[src/rtl/ps2_scancode_decoder.sv]
// PS/2 set-2 scancode to ASCII decoder with a small first-word-fall-through
// character FIFO feeding a downstream consumer (Morse encoder).
module ps2_scancode_decoder #(
    parameter int FIFO_DEPTH = 4
) (
    input  logic       clk,
    input  logic       rst_n,
    input  logic [7:0] ps2_received_data,
    input  logic       ps2_received_data_strb,
    input  logic       char_ready,
    input  logic       overflow_clr,
    output logic [7:0] char_data,
    output logic       char_valid,
    output logic       overflow
);

    localparam int PTR_W = (FIFO_DEPTH > 1) ? $clog2(FIFO_DEPTH) : 1;
    localparam int CNT_W = PTR_W + 1;
    localparam logic [CNT_W-1:0] FULL_COUNT = CNT_W'(FIFO_DEPTH);

    typedef enum logic [1:0] {
        S_IDLE,
        S_BREAK,
        S_EXT,
        S_EXT_BREAK
    } state_t;

    state_t           r_state;
    state_t           w_next_state;
    logic             w_push;
    logic [7:0]       w_push_char;
    logic             w_lut_hit;
    logic [7:0]       w_lut_char;

    logic [7:0]       r_mem [FIFO_DEPTH];
    logic [PTR_W-1:0] r_rd_ptr;
    logic [PTR_W-1:0] r_wr_ptr;
    logic [CNT_W-1:0] r_count;
    logic             r_overflow;
    logic             w_full;
    logic             w_pop;
    logic             w_accept;
    logic             w_drop;

    // Make-code lookup: maps a set-2 make code to upper-case ASCII.
    always_comb begin
        w_lut_hit  = 1'b1;
        w_lut_char = 8'h00;
        case (ps2_received_data)
            8'h1C: w_lut_char = 8'h41;
            8'h32: w_lut_char = 8'h42;
            8'h21: w_lut_char = 8'h43;
            8'h23: w_lut_char = 8'h44;
            8'h24: w_lut_char = 8'h45;
            8'h2B: w_lut_char = 8'h46;
            8'h34: w_lut_char = 8'h47;
            8'h33: w_lut_char = 8'h48;
            8'h43: w_lut_char = 8'h49;
            8'h3B: w_lut_char = 8'h4A;
            8'h42: w_lut_char = 8'h4B;
            8'h4B: w_lut_char = 8'h4C;
            8'h3A: w_lut_char = 8'h4D;
            8'h31: w_lut_char = 8'h4E;
            8'h44: w_lut_char = 8'h4F;
            8'h4D: w_lut_char = 8'h50;
            8'h15: w_lut_char = 8'h51;
            8'h2D: w_lut_char = 8'h52;
            8'h1B: w_lut_char = 8'h53;
            8'h2C: w_lut_char = 8'h54;
            8'h3C: w_lut_char = 8'h55;
            8'h2A: w_lut_char = 8'h56;
            8'h1D: w_lut_char = 8'h57;
            8'h22: w_lut_char = 8'h58;
            8'h35: w_lut_char = 8'h59;
            8'h1A: w_lut_char = 8'h5A;
            8'h45: w_lut_char = 8'h30;
            8'h16: w_lut_char = 8'h31;
            8'h1E: w_lut_char = 8'h32;
            8'h26: w_lut_char = 8'h33;
            8'h25: w_lut_char = 8'h34;
            8'h2E: w_lut_char = 8'h35;
            8'h36: w_lut_char = 8'h36;
            8'h3D: w_lut_char = 8'h37;
            8'h3E: w_lut_char = 8'h38;
            8'h46: w_lut_char = 8'h39;
            8'h29: w_lut_char = 8'h20;
            8'h5A: w_lut_char = 8'h0D;
            8'h66: w_lut_char = 8'h08;
            8'h49: w_lut_char = 8'h2E;
            8'h41: w_lut_char = 8'h2C;
            default: w_lut_hit = 1'b0;
        endcase
    end

    // Decoder state register; reset drops any partially received prefix.
    always_ff @(posedge clk or negedge rst_n) begin
        if (!rst_n) begin
            r_state <= S_IDLE;
        end else begin
            r_state <= w_next_state;
        end
    end

    // Prefix tracking and push request; only strobe cycles move the FSM.
    always_comb begin
        w_next_state = r_state;
        w_push       = 1'b0;
        w_push_char  = 8'h00;
        if (ps2_received_data_strb) begin
            case (r_state)
                S_IDLE: begin
                    if (ps2_received_data == 8'hF0) begin
                        w_next_state = S_BREAK;
                    end else if (ps2_received_data == 8'hE0) begin
                        w_next_state = S_EXT;
                    end else begin
                        w_push      = w_lut_hit;
                        w_push_char = w_lut_char;
                    end
                end
                S_BREAK: begin
                    w_next_state = S_IDLE;
                end
                S_EXT: begin
                    if (ps2_received_data == 8'hF0) begin
                        w_next_state = S_EXT_BREAK;
                    end else begin
                        w_next_state = S_IDLE;
                        if (ps2_received_data == 8'h5A) begin
                            w_push      = 1'b1;
                            w_push_char = 8'h0D;
                        end
                    end
                end
                S_EXT_BREAK: begin
                    w_next_state = S_IDLE;
                end
                default: begin
                    w_next_state = S_IDLE;
                end
            endcase
        end
    end

    // A full FIFO still takes a push when the head leaves in the same cycle;
    // an empty FIFO never passes a push straight through to the consumer.
    always_comb begin
        w_full   = (r_count == FULL_COUNT);
        w_pop    = char_valid && char_ready;
        w_accept = w_push && (!w_full || w_pop);
        w_drop   = w_push && w_full && !w_pop;
    end

    // Character storage; contents are masked at the output while empty.
    always_ff @(posedge clk) begin
        if (w_accept) begin
            r_mem[r_wr_ptr] <= w_push_char;
        end
    end

    // Pointer and occupancy bookkeeping; pointers wrap naturally at depth.
    always_ff @(posedge clk or negedge rst_n) begin
        if (!rst_n) begin
            r_rd_ptr <= '0;
            r_wr_ptr <= '0;
            r_count  <= '0;
        end else begin
            if (w_accept) begin
                r_wr_ptr <= r_wr_ptr + PTR_W'(1);
            end
            if (w_pop) begin
                r_rd_ptr <= r_rd_ptr + PTR_W'(1);
            end
            case ({w_accept, w_pop})
                2'b10:   r_count <= r_count + CNT_W'(1);
                2'b01:   r_count <= r_count - CNT_W'(1);
                default: r_count <= r_count;
            endcase
        end
    end

    // Sticky drop flag; a fresh drop wins over a clear in the same cycle.
    always_ff @(posedge clk or negedge rst_n) begin
        if (!rst_n) begin
            r_overflow <= 1'b0;
        end else if (w_drop) begin
            r_overflow <= 1'b1;
        end else if (overflow_clr) begin
            r_overflow <= 1'b0;
        end
    end

    // Output view of the FIFO head.
    always_comb begin
        char_valid = (r_count != '0);
        char_data  = char_valid ? r_mem[r_rd_ptr] : 8'h00;
        overflow   = r_overflow;
    end

endmodule

[config.mk]
export PLATFORM = sky130hd
export DESIGN_NAME = ps2_scancode_decoder
export DESIGN_NICKNAME = d
export VERILOG_FILES = /design/src/rtl/ps2_scancode_decoder.sv
export SDC_FILE = /design/constraint.sdc
export NUM_CORES = 1
export LEC_CHECK = 0
export BUFFER_PORTS_ARGS = -buffer_cell sky130_fd_sc_hd__buf_4
export CORE_UTILIZATION = 35
export DETAILED_ROUTE_END_ITERATION = 10
export PLACE_DENSITY = 0.5
export SLEW_MARGIN = 20
export SYNTH_ARGS = -nofsm -noshare
export SYNTH_HDL_FRONTEND = slang
export SYNTH_SLANG_ARGS = --single-unit
[constraint.sdc]
create_clock -name clk -period 3.23 [get_ports clk]
set_clock_uncertainty 0.05 [all_clocks]
set_input_delay 0.323 -clock clk [delete_from_list [all_inputs] [get_ports clk]]
set_output_delay 0.323 -clock clk [all_outputs]
set_load 0.02 [all_outputs]
======== Word-level counts from Yosys, hierarchy flattened ========
Memory sizes are Yosys's and may differ from the RTL's.
Cells that the tools add are included.
storage, ports and cells
  memories ................................ 1
  word-level logic and storage cells ...... 98
  input bits .............................. 13
  flip-flop bits (word level) ............. 10
  output and inout bits ................... 10
  RAM bits ................................ 32
cells by class
  equal/unequal tests ..................... 50
  reduce and logical (&&, ||, !) cells .... 14
  add/subtract/negate cells ............... 4
  multiplexer cells ....................... 24
memories
  name   words  width  read ports  clocked after Yosys merged registers in  wr ports  line  text
  r_mem  4      8      1           0                                        1         35    logic [7:0] r_mem [FIFO_DEPTH];
operators with widths
  kind                                                                 number
  7-bit one-hot mux with 41 select lines                               1
  8-bit by 6-bit == test with 1-bit output (second input constant)     23
  8-bit by 7-bit == test with 1-bit output (second input constant)     11
  8-bit by 5-bit == test with 1-bit output (second input constant)     7
  41-bit OR reduction                                                  1
  8-bit 2-to-1 mux                                                     4
  8-bit == test (second input constant)                                2
  8-bit one-hot mux with 2 select lines                                1
  1-bit 2-to-1 mux                                                     10
  4-bit 2-to-1 mux                                                     2
  2-bit == test (second input constant)                                3
  2-bit 2-to-1 mux                                                     3
  2-bit one-hot mux with 3 select lines                                1
  3-bit one-hot mux with 2 select lines                                1
  2-bit by 1-bit adder with 2-bit output (second input constant)       2
  2-bit by 1-bit == test with 1-bit output (second input constant)     2
  1-bit logical AND                                                    4
  2-bit nonzero test                                                   2
  3-bit by 1-bit adder with 3-bit output (second input constant)       1
  3-bit == test (second input constant)                                1
  3-bit != test (second input constant)                                1
  3-bit nonzero test                                                   1
  3-bit by 1-bit subtractor with 3-bit output (second input constant)  1
  1-bit logical NOT                                                    2
  5 further kinds                                                      5

======== Depth between registers and ports, before layout ========
Gate-level depths: netlist (run 1).
  depth in word-level cells ............... 10
  mapped depth ............................ 14
  gate-level depth less buffers ........... 11

======== Worst setup path after synthesis (run 1) ========
OpenSTA, ideal clock, no wires.
  path type ............................... input port to flip-flop
  start point ............................. input port ps2_received_data[2]
  end point ............................... register r_count[2]
  library setup time ...................... 127 ps
  required time ........................... 3053 ps
  path slack .............................. 272 ps
  arrival ................................. 2780 ps
  buffers on the path ..................... 3
  stages .................................. 14
  cell sequence ........................... buf_2 > nor2b_1 > clkbuf_1 > nand2_1 > o21ai_0 > a211o_1 > o31ai_4 > nand2_2 > buf_4 > nor2_1 > fa_1 > or4bb_1 > mux2i_1 > a31oi_1
between the ends
  cells in the longest elaborated chain, start to end .. 10
  elaborated cells on any way between the ends .. 56
  those cells by class .................... 45 x eq/ne; 8 x mux; 3 x reduce/logical
RTL lines
  element                                                                      line     text
  start, declared                                                              8        input logic [7:0] ps2_received_data,
  8-bit by 7-bit == test with 1-bit output, or another cell as far along       49, 129
  41-bit OR reduction (no line)                                                --
  1-bit 2-to-1 mux                                                             49       case (ps2_received_data)
  1-bit 2-to-1 mux                                                             114      end else if (ps2_received_data == 8'hE0) begin
  1-bit 2-to-1 mux                                                             112      if (ps2_received_data == 8'hF0) begin
  1-bit one-hot mux with 2 select lines (*)                                    110      case (r_state)
  1-bit 2-to-1 mux (*)                                                         109      if (ps2_received_data_strb) begin
  1-bit logical AND (*)                                                        150      w_accept = w_push && (!w_full || w_pop);
  2-bit by 1-bit == test with 1-bit output or 2-bit == test (tied branches)    174      case ({w_accept, w_pop})
  3-bit one-hot mux with 2 select lines or 2-bit nonzero test (tied branches)  --
  end signal, assigned                                                         175      2'b10: r_count <= r_count + CNT_W'(1);
  end signal, assigned                                                         176      2'b01: r_count <= r_count - CNT_W'(1);
  end signal, assigned                                                         177      default: r_count <= r_count;
  end, declared                                                                38       logic [CNT_W-1:0] r_count;
Mark *: on every way between the ends. The rest lies on a longest branch, timed or not.
A chain may end at the register's enable or synchronous reset.

======== Worst setup path after layout (run 1) ========
  start point ............................. input port ps2_received_data[4]
  end point ............................... register r_count[2]
Same word-level chain as after synthesis.

==> results of run 1 <==
==> power by group <==
part           switching, mW  leakage [nW]  internal [mW]  total [mW]
combinational          0.316         0.729          0.341       0.657
clock                  0.161        0.0714          0.329       0.490
sequential            0.0885         0.382          0.581       0.669
==> per-stage QoR <==
step / utilization [%] / cell area, sq um / setup slack (ns) / power, mW
6_report: 43.2 / 3200 / 0.463 / 1.82
3_5_place_dp: 41.2 / 3050 / 0.212 / 1.35
4_1_cts: 43.2 / 3200 / 0.481 / 1.84
3_3_place_gp: 41.2 / 3050 / 0.181 / 1.35
2_1_floorplan: - / 2730 / 0.272 / 1.14
5_1_grt: 43.2 / 3200 / 0.289 / 1.92
==> how the worst min path moves through the flow <==
stage | cells after the start | slack, ns | to
CTS | 2 | 0.17 | overflow
global placement | 1 | 0.11 | r_rd_ptr[1]
detailed placement | 1 | 0.11 | r_rd_ptr[1]
floorplan | 0 | -0.02 | overflow
finish | 2 | 0.18 | overflow
global route | 2 | 0.16 | overflow
==> metal layers <==
metal / share of wire (%) / vias to the layer above
li1: - / 1081
met1: 45 / 1069
met2: 47 / 82
met3: 5.9 / 14
met4: 2.1 / 0
met5: 0 / -
==> cells in the final DEF (no fill, tap or decap), types with 3 or more instances in the layout <==
cell | netlist | layout
nor3_1 | 3 | 3
and2_1 | 11 | 11
a31oi_1 | 6 | 6
nor3b_1 | 5 | 5
edfxtp_1 | 28 | 28
nor4b_1 | 4 | 4
a32oi_1 | 5 | 5
ha_1 | 4 | 4
o21ai_0 | 13 | 13
and3_1 | 6 | 6
nor2_1 | 17 | 17
clkbuf_8 | 0 | 6
nand3b_1 | 6 | 6
mux4_2 | 7 | 7
a21oi_1 | 11 | 11
nand3_1 | 9 | 9
a22oi_1 | 3 | 3
or3_1 | 3 | 3
o22ai_1 | 8 | 8
nor4_1 | 4 | 4
inv_1 | 7 | 7
nand2_1 | 17 | 17
dfrtp_1 | 10 | 10
nand2b_1 | 8 | 8
mux2i_1 | 3 | 3
xnor2_1 | 8 | 8
buf_4 | 5 | 42
nor2b_1 | 6 | 6
==> worst reg2reg max path, stage by stage, from the launching register on <==
cell and delay, ns:
dfrtp_1 0.42, or3_1 0.56, nand2_1 0.24, nor2_1 0.07
fa_1 0.44, nor3b_1 0.23, nand3_1 0.10, a31oi_1 0.13
==> flip-flops by register name, summed over array words and instances (netlist names) <==
register  cells
r_mem        28
r_state       2
r_count       3
r_wr_ptr      2
r_rd_ptr      2
overflow      1
==> cell usage after synthesis (3+ instances only) <==
| cell | number | area (sq um) |
|---|---|---|
| nor2_1 | 17 | 63.8 |
| ha_1 | 4 | 50.1 |
| buf_4 | 5 | 37.5 |
| a21oi_1 | 11 | 55.1 |
| dfrtp_1 | 10 | 250 |
| nor3_1 | 3 | 15.0 |
| nor4_1 | 4 | 25.0 |
| nand2b_1 | 8 | 50.1 |
| nand2_1 | 17 | 63.8 |
| mux4_2 | 7 | 158 |
| edfxtp_1 | 28 | 841 |
| and2_1 | 11 | 68.8 |
| o22ai_1 | 8 | 50.1 |
| a31oi_1 | 6 | 37.5 |
| nand3_1 | 9 | 45.0 |
| inv_1 | 7 | 26.3 |
| mux2i_1 | 3 | 30.0 |
| a22oi_1 | 3 | 22.5 |
| or3_1 | 3 | 18.8 |
| o21ai_0 | 13 | 65.1 |
| clkbuf_1 | 5 | 18.8 |
| nor4b_1 | 4 | 35.0 |
| xnor2_1 | 8 | 70.1 |
| nor3b_1 | 5 | 37.5 |
| nand3b_1 | 6 | 45.0 |
| buf_2 | 9 | 45.0 |
| a32oi_1 | 5 | 43.8 |
| nor2b_1 | 6 | 37.5 |
| and3_1 | 6 | 37.5 |
==> area by class of cell <==
cell class              instances  area (sq um)
clock buffers                   6          82.6
clock inverters                 2          60.1
fillers                       718          4210
inverters                       7          26.3
multi-input cells             204          1490
flip-flops and latches         38          1090
well taps                      99           124
repair buffers                 43           325
==> logic make-up after synthesis <==
group,count (synthesis),share of synthesized area (%)
compound gates,62,15.8
other cells,1,0.137
fa+ha+maj,5,2.57
flops,38,40.0
mux,12,7.97
buf+inv,29,5.36
xor+xnor,9,3.16
simple gates,115,25.0
==> impl_results.md, run 1 <==
- Vias per Instance: 5.63
- Slew Limit Fails: 0
- Final Non-Filler Cells: 399
- GRT Total Usage: 16.9%
- CTS Root Cell: clkbuf_8
- Post-synth EDFFs: 28
- Setup total negative slack: 0 ns
- Setup slack, reg-to-reg: 0.91 ns
- Final wirelength: 6610 microns
- VDD IR max: 0.233 mV
- Slew margin rel.: 48.3%
- Crit-path slowest cell: or4b_2
- Post-synth net total: 289
- Initial antenna violation count: 0
- Post-layout min period: 2.77 ns
- Leak: 1.18 nW
- Unrepaired setup endpoints after global routing: no
- Critical path origin: ps2_received_data[4]
- Post-synthesis cell count: 271
- Final setup fails: 0
- Ys async rst share: 26.3%
- Clock-pin slew on the worst setup and hold paths: 0.07 ns
- Remaining DRCs: 0
- Via Count: approximately 2,200
- Ant diodes: 0
- Top_reg_cell synth: edfxtp_1
- I/O pin count: 23
- Met2 usage: 27.5%
- Number of buffers and inverters on the critical path: 1
- Die area: 0.00816 sq mm
- # nets final: 317
- Grt ovf: 0
- Hold Crit Class: in -> reg
- Final ANT Viol Nets: 0
- Cell depth of the worst setup path: 12
- Dpl hpwl: 4840 microns
- Grt peak-use layer: met2
- Biggest cell delay along the critical path: 0.71 ns
- CTS tree: yes
- DR pass1 iterations: 5
- Max-Cap Viols: 0
- Mean Syn Cell Area: 10.1 sq um
- Setup Buffers After CTS: 0
- Run status: finished clean
- Post-synthesis sequential area ratio: between 30% and 40%
- Core Area: 0.00741 sq mm
- H-Tree Depth: 2
- Crit-path cells: buf_4 -> or4b_2 -> nor4b_1 -> a31oi_1 -> nand3_1 -> o31ai_4 -> nand2_2 -> nor2_1 -> fa_1 -> nor3b_1 -> nand3_1 -> a31oi_1
- R2R cell count: 7
- Ys Warns: 0
- Mapped Area: around 0.0027 sq mm
- Die Wd: 90.3 microns
- Crit path to: r_count[2]
- Final hold vios: 0
- Critical Path End Type: flop
- Least-Margin Pin Slew: ~0.76 ns
- Final period util: 85.7%
- Pwr dens: about 570 mW/mm^2
- Largest net degree at the start of global routing: 28
- CTS Buf Count: 5
- Starting DRT DRC Count: 140
- Clock sink count: 38
- First-pass GRT wire length: 10,900 microns
- GR met3 Demand/Resource: 3.03%
- Met1 global-route usage: around 23%
- PortBufs: 21
- Clock Latency Late Sink: 0.28 ns
- Min-delay src: overflow_clr
- Worst R2R End: r_count[2]
- Vias in the first global route: 2,140
- Synth-to-layout area growth: 17.3%
- Global placer's final weighted congestion: 0.971
- Yosys cell types: 59
- Die Y: 90.3 microns
- Worst R2R Start: r_count[1]
- Share of cells above drive strength 1: ~22%
- WL per Instance: 16.6 microns
- Post_cts resized: 0
- Worst Hold Slack: 0.179 ns
- Hold-fix buffers at CTS: 1
- # placed instances: 390
- # rows: 31
- Crit path launch type: input pin
- Max Fanout on Critical Path: 24
- Fmax: 361 MHz
- Critical Path RT: 3.39 ns
- CP arrival: around 3 ns
- WS Path Type: in -> reg
- Initial Util: between 30% and 40%
- Yosys reg bits: 38
- Clock buffer depth: 2
- Critical path's top delay family: simple AND/OR/NAND/NOR gates
(Power assumes the default switching activity.)
==> inputs of run 2 (changes only) <==
Settings changed: CORE_ASPECT_RATIO set to 0.9, CORE_UTILIZATION 35 to 47, PLACE_DENSITY 0.5 to 0.64.
==> run 2 against run 1 <==
Routed wire length down 5.7%. Total power fell by 10%. Core utilization grew 13 points. Setup slack improved by 0.036 ns. Highest routed layer unchanged. Sequential share of layout area up 2.0 points. Critical path depth unchanged. First-iteration DRC count grew 90%. Cell area decreased by 5.5%.
==> impl_results.md, run 2 (synthesis results as in run 1) <==
- Worst R2R Start: r_count[0]
- Synth-to-layout area growth: 10.8%
- I/O pin count: 23
- Number of buffers and inverters on the critical path: 1
- Core Area: 0.00541 sq mm
- Critical path origin: ps2_received_data[4]
- Slew margin rel.: 46.8%
- Critical path's top delay family: compound AO/OA/AOI/OAI gates
- Setup ws final: between 0.4 and 0.5 ns
- Cell area after layout: 0.00302 sq mm
- Reg area: 0.00109 sq mm
- Die area: about 0.0061 sq mm
- Initial antenna violation count: 0
- Via Count: 2,251
- Clock-pin slew on the worst setup and hold paths: 0.07 ns
- Fmax: 366 MHz
- WL per Instance: ~17 microns
- Die Y: about 74 microns
- # rows: 25
- Remaining DRCs: 0
- Pwr dens: 538 mW/mm^2
- PortBufs: 21
- Final setup fails: 0
- Final hold vios: 0
- Post-layout min period: 2.73 ns
- Critical Path End Type: flop
- Final wirelength: 6230 microns
- Post_cts resized: 0
- Crit-path slowest cell: or4bb_1
- Dpl hpwl: roughly 4500 microns
- Clock sink count: 38
- CTS tree: yes
- Commonest cells after routing, fill and taps aside: buf_4 (32), edfxtp_1 (28), nor2_1 (17), nand2_1 (17), o21ai_0 (13)
- Global placer's final weighted congestion: 0.922
- Unrepaired setup endpoints after global routing: no
- Largest net degree at the start of global routing: 28
- DR pass1 iterations: 4
- H-Tree Depth: 2
- Min-delay src: overflow_clr
- Most common cell after layout, fill and taps aside: buf_4
- Starting DRT DRC Count: 266
- First-pass GRT wire length: 10,300 microns
- Final ANT Viol Nets: 0
- Final period util: 84.5%
- Setup total negative slack: 0 ns
- Slew Limit Fails: 0
- Ant diodes: 0
- Pwr Total: 1.63 mW
- Leak: 1.10 nW
- Crit path launch type: input pin
- Crit-path cells: buf_4 -> or4bb_1 -> o221ai_1 -> a211oi_1 -> o211ai_2 -> o31ai_4 -> nand2_2 -> nor2_1 -> fa_1 -> or4bb_1 -> mux2i_1 -> a31oi_1
- Max Fanout on Critical Path: 24
- Biggest cell delay along the critical path: 0.48 ns
- Hold Crit Class: in -> reg
- Crit-path most repeated cell: or4bb_1
- Biggest register: r_mem
- Multi-input logic area: ~0.0015 sq mm
- Die Wd: 82.3 microns
- Post-place setup slack: ~0.23 ns
- GRT Total Usage: 22.6%
- Least-Margin Pin Slew: 0.791 ns
- Critical Path RT: 3.34 ns
- Share of cells above drive strength 1: 18.6%
- Max-Cap Viols: 0
- CP arrival: 2.84 ns
- Largest registers: r_mem (28), r_count (3)
- Run status: finished clean
- WS Path Type: in -> reg
- Clock buffer depth: 2
- # nets final: 307
- CTS Buf Count: 5
- Clock Latency Late Sink: 0.28 ns
- Initial Util: 50.5%
- Vias in the first global route: 2,035
- Vias per Instance: ~6.3
- Post-Place Cell Area: 0.00293 sq mm
- VDD IR max: 0.348 mV
- Grt ovf: 0
- Max reg flops: 28
- Fill cells: 498
- CTS Root Cell: clkbuf_8
-- run 2: per-layer routing --
metal | routed length (microns) | vias to the layer above | track usage [%]
met5 | 0 | - | 0
li1 | - | 1057 | -
met2 | 2710 | 93 | 33.5
met4 | 23 | 0 | 3.51
met1 | 3040 | 1097 | 33.9
met3 | 468 | 4 | 5.89
-- run 2: power by group --
group / leakage (nW) / internal (mW) / switching (mW)
clock: 0.0399 / 0.150 / 0.148
sequential: 0.382 / 0.581 / 0.0944
combinational: 0.679 / 0.337 / 0.317
total: 1.10 / 1.07 / 0.560
-- run 2: worst paths after layout --
path / to / slack, ns / depth (start not counted)
setup reg to reg: r_count[2] / 0.91 / 7
hold reg to reg: overflow / 0.48 / 2
min in group asynchronous: overflow / 0.36 / 2
max in group asynchronous: r_rd_ptr[1] / 2.63 / 2
setup / recovery: r_count[2] / 0.50 / 12
hold / removal: overflow / 0.18 / 2
-- run 2: timing repair --
item	in CTS	in global routing
hold endpoints to repair	10	0
setup buffers	0	0
hold buffers	1	0
-- run 2: cell type report --
type                    instances  share of cell area (%)
clock inverters                 1                   0.124
inverters                       7                   0.869
flip-flops and latches         38                    36.1
well taps                      67                    2.77
repair buffers                 33                    8.27
multi-input cells             204                    49.4
clock buffers                   7                    2.52
-- run 2: worst register-to-register path: cells and delay by family, from the launching register on --
| family | cells | cell delay, ns |
|---|---|---|
| AND/OR/NAND/NOR | 5 | 1.19 |
| flip-flops | 1 | 0.44 |
| adder cells (fa/ha/maj) | 1 | 0.43 |
| AO/OA/AOI/OAI | 1 | 0.13 |
-- run 2: per-stage QoR --
| stage | hold slack [ns] | instances | utilization (%) |
|---|---|---|---|
| 2_1_floorplan | -0.0226 | 271 | - |
| 3_3_place_gp | 0.110 | 348 | 54.2 |
| 3_5_place_dp | 0.114 | 348 | 54.2 |
| 4_1_cts | 0.180 | 357 | 55.9 |
| 5_1_grt | 0.186 | 357 | 55.9 |
| 6_report | 0.184 | 357 | 55.9 |
